===== src/rtl/ad40xx_spi_pkg.sv =====
// Shared constants, state encoding and helpers for the AD40xx SPI responder.
package ad40xx_spi_pkg;

    localparam logic [7:0] AD40XX_CMD_WR = 8'h14;
    localparam logic [7:0] AD40XX_CMD_RD = 8'h54;

    localparam int CMD_BITS       = 8;
    localparam int REG_FRAME_BITS = 16;
    localparam int BIT_CNT_W      = 5;

    typedef logic [BIT_CNT_W-1:0] bit_cnt_t;

    localparam bit_cnt_t BIT_CNT_MAX = '1;

    typedef enum logic [1:0] {
        IDLE,
        SHIFT,
        REG_WR,
        REG_RD
    } state_e;

    function automatic bit_cnt_t bit_cnt_inc(input bit_cnt_t cnt);
        return (cnt == BIT_CNT_MAX) ? cnt : cnt + bit_cnt_t'(1);
    endfunction

    function automatic logic [15:0] sat_inc16(input logic [15:0] val);
        return (val == 16'hFFFF) ? val : val + 16'd1;
    endfunction

endpackage


===== src/rtl/ad40xx_spi_sync.sv =====
// Multi-flop synchronizer for one SPI pin followed by a rise/fall edge detector.
import ad40xx_spi_pkg::*;

module ad40xx_spi_sync #(
    parameter int   STAGES    = 2,
    parameter logic RESET_VAL = 1'b0
) (
    input  logic clk,
    input  logic resetn,
    input  logic din,
    output logic level,
    output logic rise,
    output logic fall
);

    logic [STAGES-1:0] sync_q;
    logic [STAGES-1:0] sync_d;
    logic              prev_q;
    logic              prev_d;

    always_comb begin
        sync_d = {sync_q[STAGES-2:0], din};
        prev_d = sync_q[STAGES-1];
    end

    always_ff @(posedge clk) begin
        if (!resetn) begin
            sync_q <= {STAGES{RESET_VAL}};
            prev_q <= RESET_VAL;
        end else begin
            sync_q <= sync_d;
            prev_q <= prev_d;
        end
    end

    assign level = sync_q[STAGES-1];
    assign rise  = level & ~prev_q;
    assign fall  = ~level & prev_q;

endmodule


===== src/rtl/ad40xx_spi_responder.sv =====
// AD40xx-style SPI responder: streams conversion samples on SDO and decodes
// 16-bit register write/read frames, all sampled on the oversampling clk.
import ad40xx_spi_pkg::*;

module ad40xx_spi_responder #(
    parameter int         DATA_WIDTH  = 16,
    parameter logic [7:0] CFG_RESET   = 8'hE1,
    parameter int         SYNC_STAGES = 2
) (
    input  logic                  clk,
    input  logic                  resetn,
    input  logic                  spi_sclk,
    input  logic                  spi_cs,
    input  logic                  spi_sdi,
    output logic                  spi_sdo,
    output logic                  spi_sdo_t,
    input  logic [DATA_WIDTH-1:0] s_sample_data,
    input  logic                  s_sample_valid,
    output logic                  s_sample_ready,
    output logic [7:0]            cfg_reg,
    output logic                  cfg_wr,
    output logic                  frame_done,
    output logic [15:0]           underrun_cnt
);

    localparam bit_cnt_t DW_CNT   = bit_cnt_t'(DATA_WIDTH);
    localparam bit_cnt_t CMD_LAST = bit_cnt_t'(CMD_BITS - 1);
    localparam bit_cnt_t REG_LAST = bit_cnt_t'(REG_FRAME_BITS - 1);
    localparam int       PAD_BITS = DATA_WIDTH - CMD_BITS - 1;

    logic sclk_rise;
    logic sclk_fall;
    logic sclk_level_unused;
    logic cs_rise;
    logic cs_fall;
    logic cs_level_unused;
    logic sdi_level;
    logic sdi_rise_unused;
    logic sdi_fall_unused;

    // CS resets to "low" so a frame already running when reset releases never
    // produces a falling event; only a fresh high-to-low transition starts a frame.
    ad40xx_spi_sync #(.STAGES(SYNC_STAGES), .RESET_VAL(1'b0)) u_sync_cs (
        .clk    (clk),
        .resetn (resetn),
        .din    (spi_cs),
        .level  (cs_level_unused),
        .rise   (cs_rise),
        .fall   (cs_fall)
    );

    ad40xx_spi_sync #(.STAGES(SYNC_STAGES), .RESET_VAL(1'b0)) u_sync_sclk (
        .clk    (clk),
        .resetn (resetn),
        .din    (spi_sclk),
        .level  (sclk_level_unused),
        .rise   (sclk_rise),
        .fall   (sclk_fall)
    );

    ad40xx_spi_sync #(.STAGES(SYNC_STAGES), .RESET_VAL(1'b0)) u_sync_sdi (
        .clk    (clk),
        .resetn (resetn),
        .din    (spi_sdi),
        .level  (sdi_level),
        .rise   (sdi_rise_unused),
        .fall   (sdi_fall_unused)
    );

    state_e                state_q,     state_d;
    bit_cnt_t              bit_cnt_q,   bit_cnt_d;
    logic [15:0]           cmd_sr_q,    cmd_sr_d;
    logic [DATA_WIDTH-1:0] shift_out_q, shift_out_d;
    logic [DATA_WIDTH-1:0] shadow_q,    shadow_d;
    logic                  sdo_q,       sdo_d;
    logic                  sdo_t_q,     sdo_t_d;
    logic                  ready_q,     ready_d;
    logic [7:0]            cfg_reg_q,   cfg_reg_d;
    logic                  cfg_wr_q,    cfg_wr_d;
    logic                  done_q,      done_d;
    logic [15:0]           underrun_q,  underrun_d;

    logic [15:0]           cmd_next;
    logic                  cmd_msb_unused;

    assign cmd_next       = {cmd_sr_q[14:0], sdi_level};
    assign cmd_msb_unused = cmd_sr_q[15];

    always_comb begin
        state_d     = state_q;
        bit_cnt_d   = bit_cnt_q;
        cmd_sr_d    = cmd_sr_q;
        shift_out_d = shift_out_q;
        shadow_d    = shadow_q;
        sdo_d       = sdo_q;
        sdo_t_d     = sdo_t_q;
        ready_d     = 1'b0;
        cfg_reg_d   = cfg_reg_q;
        cfg_wr_d    = 1'b0;
        done_d      = 1'b0;
        underrun_d  = underrun_q;

        // CS events win over any sclk event seen in the same clk.
        if (cs_rise) begin
            done_d    = (state_q != IDLE);
            state_d   = IDLE;
            sdo_t_d   = 1'b1;
            sdo_d     = 1'b0;
            bit_cnt_d = '0;
        end else if (cs_fall) begin
            if (state_q == IDLE) begin
                state_d   = SHIFT;
                bit_cnt_d = '0;
                cmd_sr_d  = '0;
                sdo_t_d   = 1'b0;
                if (s_sample_valid) begin
                    shift_out_d = s_sample_data;
                    shadow_d    = s_sample_data;
                    ready_d     = 1'b1;
                    sdo_d       = s_sample_data[DATA_WIDTH-1];
                end else begin
                    shift_out_d = shadow_q;
                    sdo_d       = shadow_q[DATA_WIDTH-1];
                    underrun_d  = sat_inc16(underrun_q);
                end
            end
        end else if (state_q != IDLE) begin
            if (sclk_rise) begin
                bit_cnt_d = bit_cnt_inc(bit_cnt_q);
                cmd_sr_d  = cmd_next;
                case (state_q)
                    SHIFT: begin
                        if (bit_cnt_q == CMD_LAST) begin
                            if (cmd_next[7:0] == AD40XX_CMD_WR) begin
                                state_d = REG_WR;
                            end else if (cmd_next[7:0] == AD40XX_CMD_RD) begin
                                state_d = REG_RD;
                                // Leading pad bit is consumed by the next falling
                                // edge so cfg_reg[7] lands on bit 8.
                                shift_out_d = {1'b0, cfg_reg_q, {PAD_BITS{1'b0}}};
                            end
                        end
                    end
                    REG_WR: begin
                        if (bit_cnt_q == REG_LAST) begin
                            cfg_reg_d = cmd_next[7:0];
                            cfg_wr_d  = 1'b1;
                        end
                    end
                    default: begin
                    end
                endcase
            end
            if (sclk_fall) begin
                shift_out_d = shift_out_q << 1;
                sdo_d       = (bit_cnt_q >= DW_CNT) ? 1'b0 : shift_out_q[DATA_WIDTH-2];
            end
        end
    end

    always_ff @(posedge clk) begin
        if (!resetn) begin
            state_q     <= IDLE;
            bit_cnt_q   <= '0;
            cmd_sr_q    <= '0;
            shift_out_q <= '0;
            shadow_q    <= '0;
            sdo_q       <= 1'b0;
            sdo_t_q     <= 1'b1;
            ready_q     <= 1'b0;
            cfg_reg_q   <= CFG_RESET;
            cfg_wr_q    <= 1'b0;
            done_q      <= 1'b0;
            underrun_q  <= '0;
        end else begin
            state_q     <= state_d;
            bit_cnt_q   <= bit_cnt_d;
            cmd_sr_q    <= cmd_sr_d;
            shift_out_q <= shift_out_d;
            shadow_q    <= shadow_d;
            sdo_q       <= sdo_d;
            sdo_t_q     <= sdo_t_d;
            ready_q     <= ready_d;
            cfg_reg_q   <= cfg_reg_d;
            cfg_wr_q    <= cfg_wr_d;
            done_q      <= done_d;
            underrun_q  <= underrun_d;
        end
    end

    assign spi_sdo        = sdo_q;
    assign spi_sdo_t      = sdo_t_q;
    assign s_sample_ready = ready_q;
    assign cfg_reg        = cfg_reg_q;
    assign cfg_wr         = cfg_wr_q;
    assign frame_done     = done_q;
    assign underrun_cnt   = underrun_q;

endmodule


===== config.mk =====
export PLATFORM = sky130hd
export DESIGN_NAME = ad40xx_spi_responder
export DESIGN_NICKNAME = d
export VERILOG_FILES = /design/src/rtl/ad40xx_spi_pkg.sv /design/src/rtl/ad40xx_spi_sync.sv /design/src/rtl/ad40xx_spi_responder.sv
export SDC_FILE = /design/constraint.sdc
export NUM_CORES = 1
export LEC_CHECK = 0
export CAP_MARGIN = 5
export CORE_UTILIZATION = 35
export DETAILED_ROUTE_END_ITERATION = 7
export DONT_BUFFER_PORTS = 1
export GPL_TIMING_DRIVEN = 1
export SLEW_MARGIN = 20
export SYNTH_ARGS = -nofsm -noshare
export SYNTH_HDL_FRONTEND = slang
export SYNTH_SLANG_ARGS = --single-unit

===== constraint.sdc =====
create_clock -name clk -period 2.85 [get_ports clk]
set_clock_uncertainty 0.1 [all_clocks]
set_input_delay 0.285 -clock clk [delete_from_list [all_inputs] [get_ports clk]]
set_output_delay 0.285 -clock clk [all_outputs]
set_load 0.05 [all_outputs]

# After elaboration in Yosys (flattened, before gate mapping)

Cells that the tools add are included.

Register bits after elaboration: 82
Input port bits: 22
Output and inout bits: 29
Logic and storage cells: 108

Add/sub/neg operators: 2
Order comparisons: 1
Equality and inequality tests: 11
Multiplexer cells: 35
Bitwise logic cells: 17
Reduce and logical (&&, ||, !) cells: 25

Operators by type and width:

| operator              | count |
|---|---|
| $mux 15               | 9 |
| $mux 7                | 4 |
| $mux 5                | 5 |
| $add 16x1->16 const B | 1 |
| $eq 16x16->1 const B  | 1 |
| $mux 16               | 1 |
| $mux 2                | 8 |
| $reduce_bool 3->1     | 5 |
| $not 1->1             | 13 |
| $reduce_and 6->1      | 2 |
| $reduce_bool 2->1     | 6 |
| $eq 8x5->1 const B    | 1 |
| $eq 8x7->1 const B    | 1 |
| $mux 1                | 8 |
| $reduce_and 4->1      | 2 |
| $reduce_and 8->1      | 1 |
| $reduce_and 3->1      | 2 |
| $reduce_or 6->1       | 1 |
| $add 5x1->5 const B   | 1 |
| $eq 5x3->1 const B    | 1 |
| $eq 5x4->1 const B    | 1 |
| $eq 5x5->1 const B    | 1 |
| $ge 5x5->1 const B    | 1 |
| $reduce_and 5->1      | 1 |
| other kinds (10)      | 14 |

# Longest topological paths before layout

Gate-level depths: netlist of run 1.

Depth after elaboration: 9
Depth in mapped cells: 11
Gate-level depth less buffers: 8

# Hierarchy

From an unflattened synthesis of run 1, not the netlist that was laid out.

Cell total of the unflattened synthesis: 465
Area, all modules: 3,990.1 sq um

By module, submodules not included:

| module               | instances | cells each | area an instance (sq um) | seq. area each (sq um) |
|---|---|---|---|---|
| ad40xx_spi_responder | 1         | 441        | 3,716.1                  | 1,481.4 |
| ad40xx_spi_sync      | 3         | 8          | 91.3                     | 60.1 |

# Worst setup path before layout of run 1

No wires, ideal clock.

Kind: reg2reg
From: register u_sync_cs.sync_q[1]
To: register shift_out_q[10]
Setup time: 0.120 ns
Arrival: 2.327 ns
Data required time: 2.630 ns
Setup slack: 0.303 ns
Cell stages (with the launch flop): 12
Path buffers: 3
Period minus slack after synthesis: 2.547 ns
Cells stage by stage: dfxtp_1 > inv_1 > ha_1 > inv_1 > clkbuf_1 > clkbuf_1 > ha_1 > inv_1 > a211oi_1 > o31ai_4 > buf_6 > mux2i_1

Word-level cells in the longest chain between the ends: 4
Elaborated cells on any way between the ends: 13
Classes of those cells: eq/ne: 2; mux: 1; bitwise: 4; reduce/logical: 6

RTL lines:

| item                                                | RTL line                    | RTL |
|---|---|---|
| start: declaration                                  | ad40xx_spi_sync.sv:16       | `logic [STAGES-1:0] sync_q;` |
| start signal: assignment                            | ad40xx_spi_sync.sv:28       | `sync_q <= {STAGES{RESET_VAL}};` |
| start signal: assignment                            | ad40xx_spi_sync.sv:31       | `sync_q <= sync_d;` |
| $not 1->1                                           | ad40xx_spi_sync.sv:38       | `assign fall = ~level & prev_q;` |
| $and 1x1->1                                         | ad40xx_spi_sync.sv:38       |  |
| $ne 3x3->1 (no source line) (tied with other cells) | n/a                         |  |
| $reduce_and 8->1 (no source line)                   | n/a                         |  |
| end signal: assignment                              | ad40xx_spi_responder.sv:179 | `shift_out_q <= shift_out_d;` |
| end: declaration                                    | ad40xx_spi_responder.sv:73  | `logic [DATA_WIDTH-1:0] shift_out_q, shift_out_d;` |

Several ways; a longest one is shown, not always the timed one.
A chain may end at the register's enable or synchronous reset.

# Final worst setup path of run 1

From: register state_q[1]
To: register shift_out_q[10]

Word-level cells in the longest chain between the ends: 3
Elaborated cells on any way between the ends: 7
Classes of those cells: eq/ne: 2; reduce/logical: 5

RTL lines:

| item                                                       | RTL line                    | RTL |
|---|---|---|
| start: declaration                                         | ad40xx_spi_responder.sv:70  | `state_e state_q, state_d;` |
| start signal: assignment                                   | ad40xx_spi_responder.sv:176 | `state_q <= state_d;` |
| $eq 2x1->1 (tied with other cells)                         | ad40xx_spi_responder.sv:131 | `case (state_q)` |
| $reduce_bool 3->1 (no source line) (tied with other cells) | n/a                         |  |
| $reduce_and 8->1 (no source line) *                        | n/a                         |  |

Mark *: on every way between the ends. The rest lies on a longest branch, timed or not.

==> summary.txt, run 1 <==
================================================================================
Inserted Clock Buffers                                                         9
Power density over the cells                                          518 mW/mm²
Std-Cell Rows                                                                 38
Number of enable-type register cells in the synthesized netlist                0
Unrepaired setup endpoints after global routing                            false
Most frequently used flop master after synthesis                    sky130_fd_sc_hd__dfxtp_1
Post-layout instance count excluding filler cells                            642
Initial standard-cell utilization of the core                              36.4%
Adder-cell share of the synthesized area                                   3.73%
Wire length of the first global-routing pass                             16.6 mm
Cells after DPL                                                              603
Last weighted congestion value of the routability-driven placer            0.862
Final setup violation count                                                    0
Share of synthesized flip-flops with an asynchronous set or reset             0%
Number of library cell types mapped by synthesis                              49
Number of antenna violations at the first check in global routing              0
Layout-stage area growth over the synthesis result                         18.5%
Vias after detailed routing                                                 3396
Via-to-Cell Ratio                                                           5.29
Antenna viol nets, final                                                       0
Share of the synthesized area in compound gates (AO/OA/AOI/OAI)            10.1%
Internal power of the cells                                              1.93 mW
Number of global-route vias before repair                                   3370
Synth top area cells                                                sky130_fd_sc_hd__dfxtp_1, sky130_fd_sc_hd__mux2i_1, sky130_fd_sc_hd__nand2_1
Pre-CTS setup slack                                                     0.546 ns
Startpoint Class                                                        register
Count of state elements after synthesis                                       82
NumNets Final                                                                531
Classification of the worst-slack hold path                         input port to register
Category of the most critical setup path                            register to register
Multiplexer share of the synthesized area                                  14.2%
1st-iter DRT viols                                                           206
Sw power                                                                0.531 mW
Die H                                                                     109 µm
Drt drc                                                                        0
Global routing usage summed across all routing layers                      18.1%
Capturing element type of the critical path                             register
Highest achievable clock rate                                            433 MHz
CP Max Fanout                                                                  9
Data arrival, critical path                                              2.44 ns
Die area                                                              0.0119 mm²
Clock Pin Slew Worst Setup and Hold Paths                                0.06 ns
Minimum clock period after layout                                        2.31 ns
Routed Wire Length                                                       10.0 mm
Clock insertion delay at the later pin of the skew report                0.34 ns
Outcome                                                             finished, final reports clean
Std-Cell Core Area                                                    0.0110 mm²
Resized cells post-CTS                                                         0
Synthesized area divided by synthesized cell count                      8.55 µm²
Switching part of the total power                                          21.5%
Width of the die                                                          109 µm
Number of primary I/O pins                                                    51
Layout cell share with drive strength beyond 1                             8.96%
TNS Setup                                                                   0 ns
Hold Violations, Final                                                         0
Dominant cell type by area after synthesis                          sky130_fd_sc_hd__dfxtp_1
Number of buffers added for setup after CTS                                    0
Simple-gate portion of the synthesized area                                26.6%
Final Max Slew Viols                                                           0
Ratio of final minimum period to clock period                              81.1%
Sequential share of power                                                  47.2%
Req. time, crit path                                                     2.97 ns
Routed wirelength normalized by instance count                           15.6 µm
Max transition margin                                                      39.6%
Share of synthesized area occupied by flip-flops and latches               40.8%
Router iterations before antenna repair                                        5
Area of the mapped netlist                                           0.00402 mm²
Total grt overflow                                                             0
Worst ir drop on vdd                                                    0.379 mV
Worst Tran Pin Value                                                    0.906 ns
Port bufs                                                                      0
Yosys warns                                                                    0
Synth Net Count                                                              504
Clock tree from TritonCTS                                                   done
Maximum level of the CTS H-tree                                                3
Main combinational cell family by area after synthesis              simple AND/OR/NAND/NOR gates
Max_cap viols                                                                  0
Comb power frac                                                             4.9%
Static leakage                                                           1.91 nW
Buffer levels on the longest clock path                                        2
Synth Area in XOR/XNOR                                                    0.436%
Root buffer cell                                                    sky130_fd_sc_hd__clkbuf_16
Setup slack, reg-to-reg                                                  0.54 ns
Setup WS post-layout                                                    0.538 ns
Hold WS                                                               0.00723 ns
Half-perimeter wire length after detailed placement                      6.47 mm
Pin count of the biggest net entering global routing                          39
Synthesized netlist cell count                                               470
Inserted Diodes                                                                0
Hold buffer count at cts                                                      23
Number of sinks handled by clock tree synthesis                               82
Top-area cell type share of the netlist area                               40.8%
Share of total power in the clock network                                  48.0%
================================================================================
-- Yosys cell counts, drive strengths merged, types with 7 or more instances --
cell,n
inv,13
nand3,26
nand2,97
buf,8
nor2,21
mux2i,57
nor3,7
and3,8
clkbuf,17
o21ai,12
a21oi,33
nand2b,12
dfxtp,82
ha,12
and2,7
-- area by class of cell --
cell class,instances,area [µm²]
Clock buffer,12,256
Clock inverter,4,50.0
Fill cell,1110,6270
Inverter,13,48.8
Multi-Input combinational cell,350,2210
Sequential cell,82,1640
Tap cell,140,175
Timing Repair Buffer,41,375
-- through the flow --
step	instance area [µm²]	power, mW	utilization (%)
5_1_grt	4760	2.55	43.2
6_report	4760	2.47	43.2
3_5_place_dp	4220	1.27	38.2
2_1_floorplan	4020	1.27	-
3_3_place_gp	4220	1.26	38.2
4_1_cts	4760	2.50	43.2
-- cells in the final DEF (no fill, tap or decap), types with 7 or more instances in the layout --
| cell type | instances |
|---|---|
| sky130_fd_sc_hd__nand2_1 | 97 |
| sky130_fd_sc_hd__dfxtp_1 | 82 |
| sky130_fd_sc_hd__mux2i_1 | 57 |
| sky130_fd_sc_hd__a21oi_1 | 33 |
| sky130_fd_sc_hd__nand3_1 | 26 |
| sky130_fd_sc_hd__dlygate4sd3_1 | 22 |
| sky130_fd_sc_hd__nor2_1 | 21 |
| sky130_fd_sc_hd__buf_4 | 18 |
| sky130_fd_sc_hd__inv_1 | 12 |
| sky130_fd_sc_hd__o21ai_0 | 12 |
| sky130_fd_sc_hd__nand2b_1 | 12 |
| sky130_fd_sc_hd__ha_1 | 12 |
| sky130_fd_sc_hd__clkbuf_16 | 9 |
| sky130_fd_sc_hd__and3_1 | 8 |
| sky130_fd_sc_hd__and2_1 | 7 |
-- worst max-delay path, stage by stage (launching register included) --
cell	delay [ns]
sky130_fd_sc_hd__dfxtp_1	0.51
sky130_fd_sc_hd__or2_2	0.23
sky130_fd_sc_hd__inv_2	0.08
sky130_fd_sc_hd__ha_1	0.27
sky130_fd_sc_hd__inv_1	0.04
sky130_fd_sc_hd__a211oi_1	0.37
sky130_fd_sc_hd__o31ai_4	0.22
sky130_fd_sc_hd__buf_4	0.24
sky130_fd_sc_hd__mux2i_1	0.13
-- path summary, 6_finish.rpt --
kind,from,to,cells after the start
setup / recovery,state_q[1],shift_out_q[10],8
hold / removal,resetn,underrun_cnt[4],2
setup reg to reg,state_q[1],shift_out_q[10],8
hold reg to reg,u_sync_sdi.sync_q[0],u_sync_sdi.sync_q[1],1
-- power groups by stage --
stage / registers (mW) / logic, mW / clock network [mW]
6_report: 1.16 / 0.120 / 1.18
5_1_grt: 1.16 / 0.132 / 1.26
4_1_cts: 1.16 / 0.121 / 1.22
3_5_place_dp: 1.19 / 0.0769 / 0
3_3_place_gp: 1.19 / 0.0765 / 0
2_1_floorplan: 1.19 / 0.0775 / 0
-- layer usage --
layer / global-route usage, % / up-vias / part of all wire (%)
li1: - / 1693 / -
met1: 22.2 / 1579 / 45
met2: 29.5 / 106 / 45
met3: 6.22 / 18 / 7.4
met4: 6.19 / 0 / 1.9
met5: 0 / - / 0
-- kinds of logic (layout without fill, tap and decap cells) --
family                     after synthesis  after routing
AOI/OAI and AO/OA                       66             66
xor gates and xnor gates                 2              2
adders and majority gates               12             12
buffers and inverters                   38             70
DFF                                     82             82
muxes                                   57             57
and+or+nand+nor                        213            213
(Power assumes the default switching activity.)
==> run 2: changes to the inputs <==
clock period = 1.95 ns   (was 2.85 ns; I/O delays follow)
==> summary.txt, run 2 (synthesis gave the netlist of run 1 again) <==
================================================================================
Power density over the cells                                          714 mW/mm²
Sequential share of power                                                  46.7%
Routed wirelength normalized by instance count                           15.3 µm
Classification of the worst-slack hold path                         input port to register
Worst Tran Pin Value                                                    0.578 ns
Antenna viol nets, final                                                       0
Post-route cell area                                                 0.00509 mm²
Sw power                                                                0.805 mW
Std-Cell Core Area                                                    0.0110 mm²
Share of total power in the clock network                                  48.2%
Width of the die                                                          109 µm
Clock Pin Slew Worst Setup and Hold Paths                                0.06 ns
Vias after detailed routing                                                 3469
Number of buffers added for setup after CTS                                    0
Category of the most critical setup path                            register to register
Via-to-Cell Ratio                                                           5.19
Req. time, crit path                                                     2.08 ns
NumNets Final                                                                557
Unrepaired setup endpoints after global routing                             true
Switching part of the total power                                          22.1%
Hold WS                                                                0.0772 ns
Final core occ                                                             46.2%
Leading cell type in the layout, fill and taps excluded             sky130_fd_sc_hd__nand2_1
TNS Setup                                                                   0 ns
Die area                                                              0.0119 mm²
Buffer levels on the longest clock path                                        2
Initial standard-cell utilization of the core                              36.4%
1st-iter DRT viols                                                           203
Last weighted congestion value of the routability-driven placer            0.824
Layout-stage area growth over the synthesis result                         26.6%
Layout cell share with drive strength beyond 1                             18.2%
Highest achievable clock rate                                            532 MHz
Number of antenna violations at the first check in global routing              0
Post-layout total power                                                  3.64 mW
Drt drc                                                                        0
Port bufs                                                                      0
Number of primary I/O pins                                                    51
Std-Cell Rows                                                                 38
Minimum clock period after layout                                        1.88 ns
Wire length of the first global-routing pass                             16.8 mm
Internal power of the cells                                              2.83 mW
Comb power frac                                                             5.1%
Root buffer cell                                                    sky130_fd_sc_hd__clkbuf_16
Leading cell types in the layout, fill and taps excluded            sky130_fd_sc_hd__nand2_1, sky130_fd_sc_hd__dfxtp_1, sky130_fd_sc_hd__mux2i_1
Global routing usage summed across all routing layers                      18.4%
Router iterations before antenna repair                                        4
Ratio of final minimum period to clock period                              96.4%
Worst ir drop on vdd                                                    0.537 mV
Clock insertion delay at the later pin of the skew report                0.35 ns
Number of global-route vias before repair                                   3376
CP Max Fanout                                                                  5
Clock tree from TritonCTS                                                   done
Half-perimeter wire length after detailed placement                      6.90 mm
Max_cap viols                                                                  0
Number of sinks handled by clock tree synthesis                               82
Outcome                                                             finished, final reports clean
Static leakage                                                           2.07 nW
Max transition margin                                                      61.4%
Capturing element type of the critical path                             register
Total grt overflow                                                             0
Hold Violations, Final                                                         0
Maximum level of the CTS H-tree                                                3
Final setup violation count                                                    0
Die H                                                                     109 µm
Final Max Slew Viols                                                           0
Area of placed instances                                             0.00452 mm²
Setup slack, reg-to-reg                                                  0.07 ns
Routed Wire Length                                                       10.2 mm
Inserted Diodes                                                                0
Inserted Clock Buffers                                                         9
Pin count of the biggest net entering global routing                          66
Data arrival, critical path                                              2.01 ns
Startpoint Class                                                        register
================================================================================
==> run 2: final cells by class <==
type                    count  area (µm²)
clock buffers              12         256
clock inverters             4        50.0
fillers                  1080        5940
inverters                  13        51.3
multi-input cells         350        2310
flip-flops and latches     82        1650
well taps                 140         175
repair buffers             67         596
==> run 2: path summary, 6_finish.rpt <==
check,from,depth (start not counted),end
setup / recovery,u_sync_cs.sync_q[1],6,underrun_cnt[14]
hold / removal,resetn,2,cfg_reg[7]
setup reg to reg,u_sync_cs.sync_q[1],6,underrun_cnt[14]
hold reg to reg,u_sync_sdi.sync_q[0],1,u_sync_sdi.sync_q[1]
==> run 2: power by group through the flow <==
stage / combinational, mW / clock, mW / sequential, mW
final: 0.185 / 1.75 / 1.70
after global routing: 0.202 / 1.85 / 1.70
after CTS: 0.185 / 1.79 / 1.70
after detailed placement: 0.127 / 0 / 1.74
after global placement: 0.125 / 0 / 1.74
after floorplan: 0.122 / 0 / 1.74
==> run 2: metrics by stage <==
stage / setup slack, ns / instances
after floorplan: -0.159 / 470
after global placement: 0.0742 / 632
after detailed placement: 0.0453 / 632
after CTS: 0.0284 / 668
after global routing: -0.0333 / 668
final: 0.0699 / 668
==> run 2: worst max-delay path, cell delays in order (launching register included) <==
cell and delay (ns):
sky130_fd_sc_hd__dfxtp_2 0.33, sky130_fd_sc_hd__inv_2 0.08, sky130_fd_sc_hd__ha_1 0.16, sky130_fd_sc_hd__or4b_4 0.52, sky130_fd_sc_hd__nor3_4 0.28, sky130_fd_sc_hd__nand4_1 0.16, sky130_fd_sc_hd__mux2i_1 0.15
==> run 2: timing repair <==
action | in CTS | in global routing
endpoints found under the hold margin | 56 | 0
gates resized for setup | 0 | 13
hold buffers | 20 | 0
setup endpoints to repair | 0 | 21
==> run 2: metal layers <==
metal | wire length [µm] | vias to the layer above | GRT usage (%)
met1 | 4770 | 1647 | 23.4
met5 | 0 | - | 0
met2 | 4780 | 71 | 29.6
li1 | - | 1739 | -
met4 | 112 | 0 | 6.67
met3 | 570 | 12 | 4.90
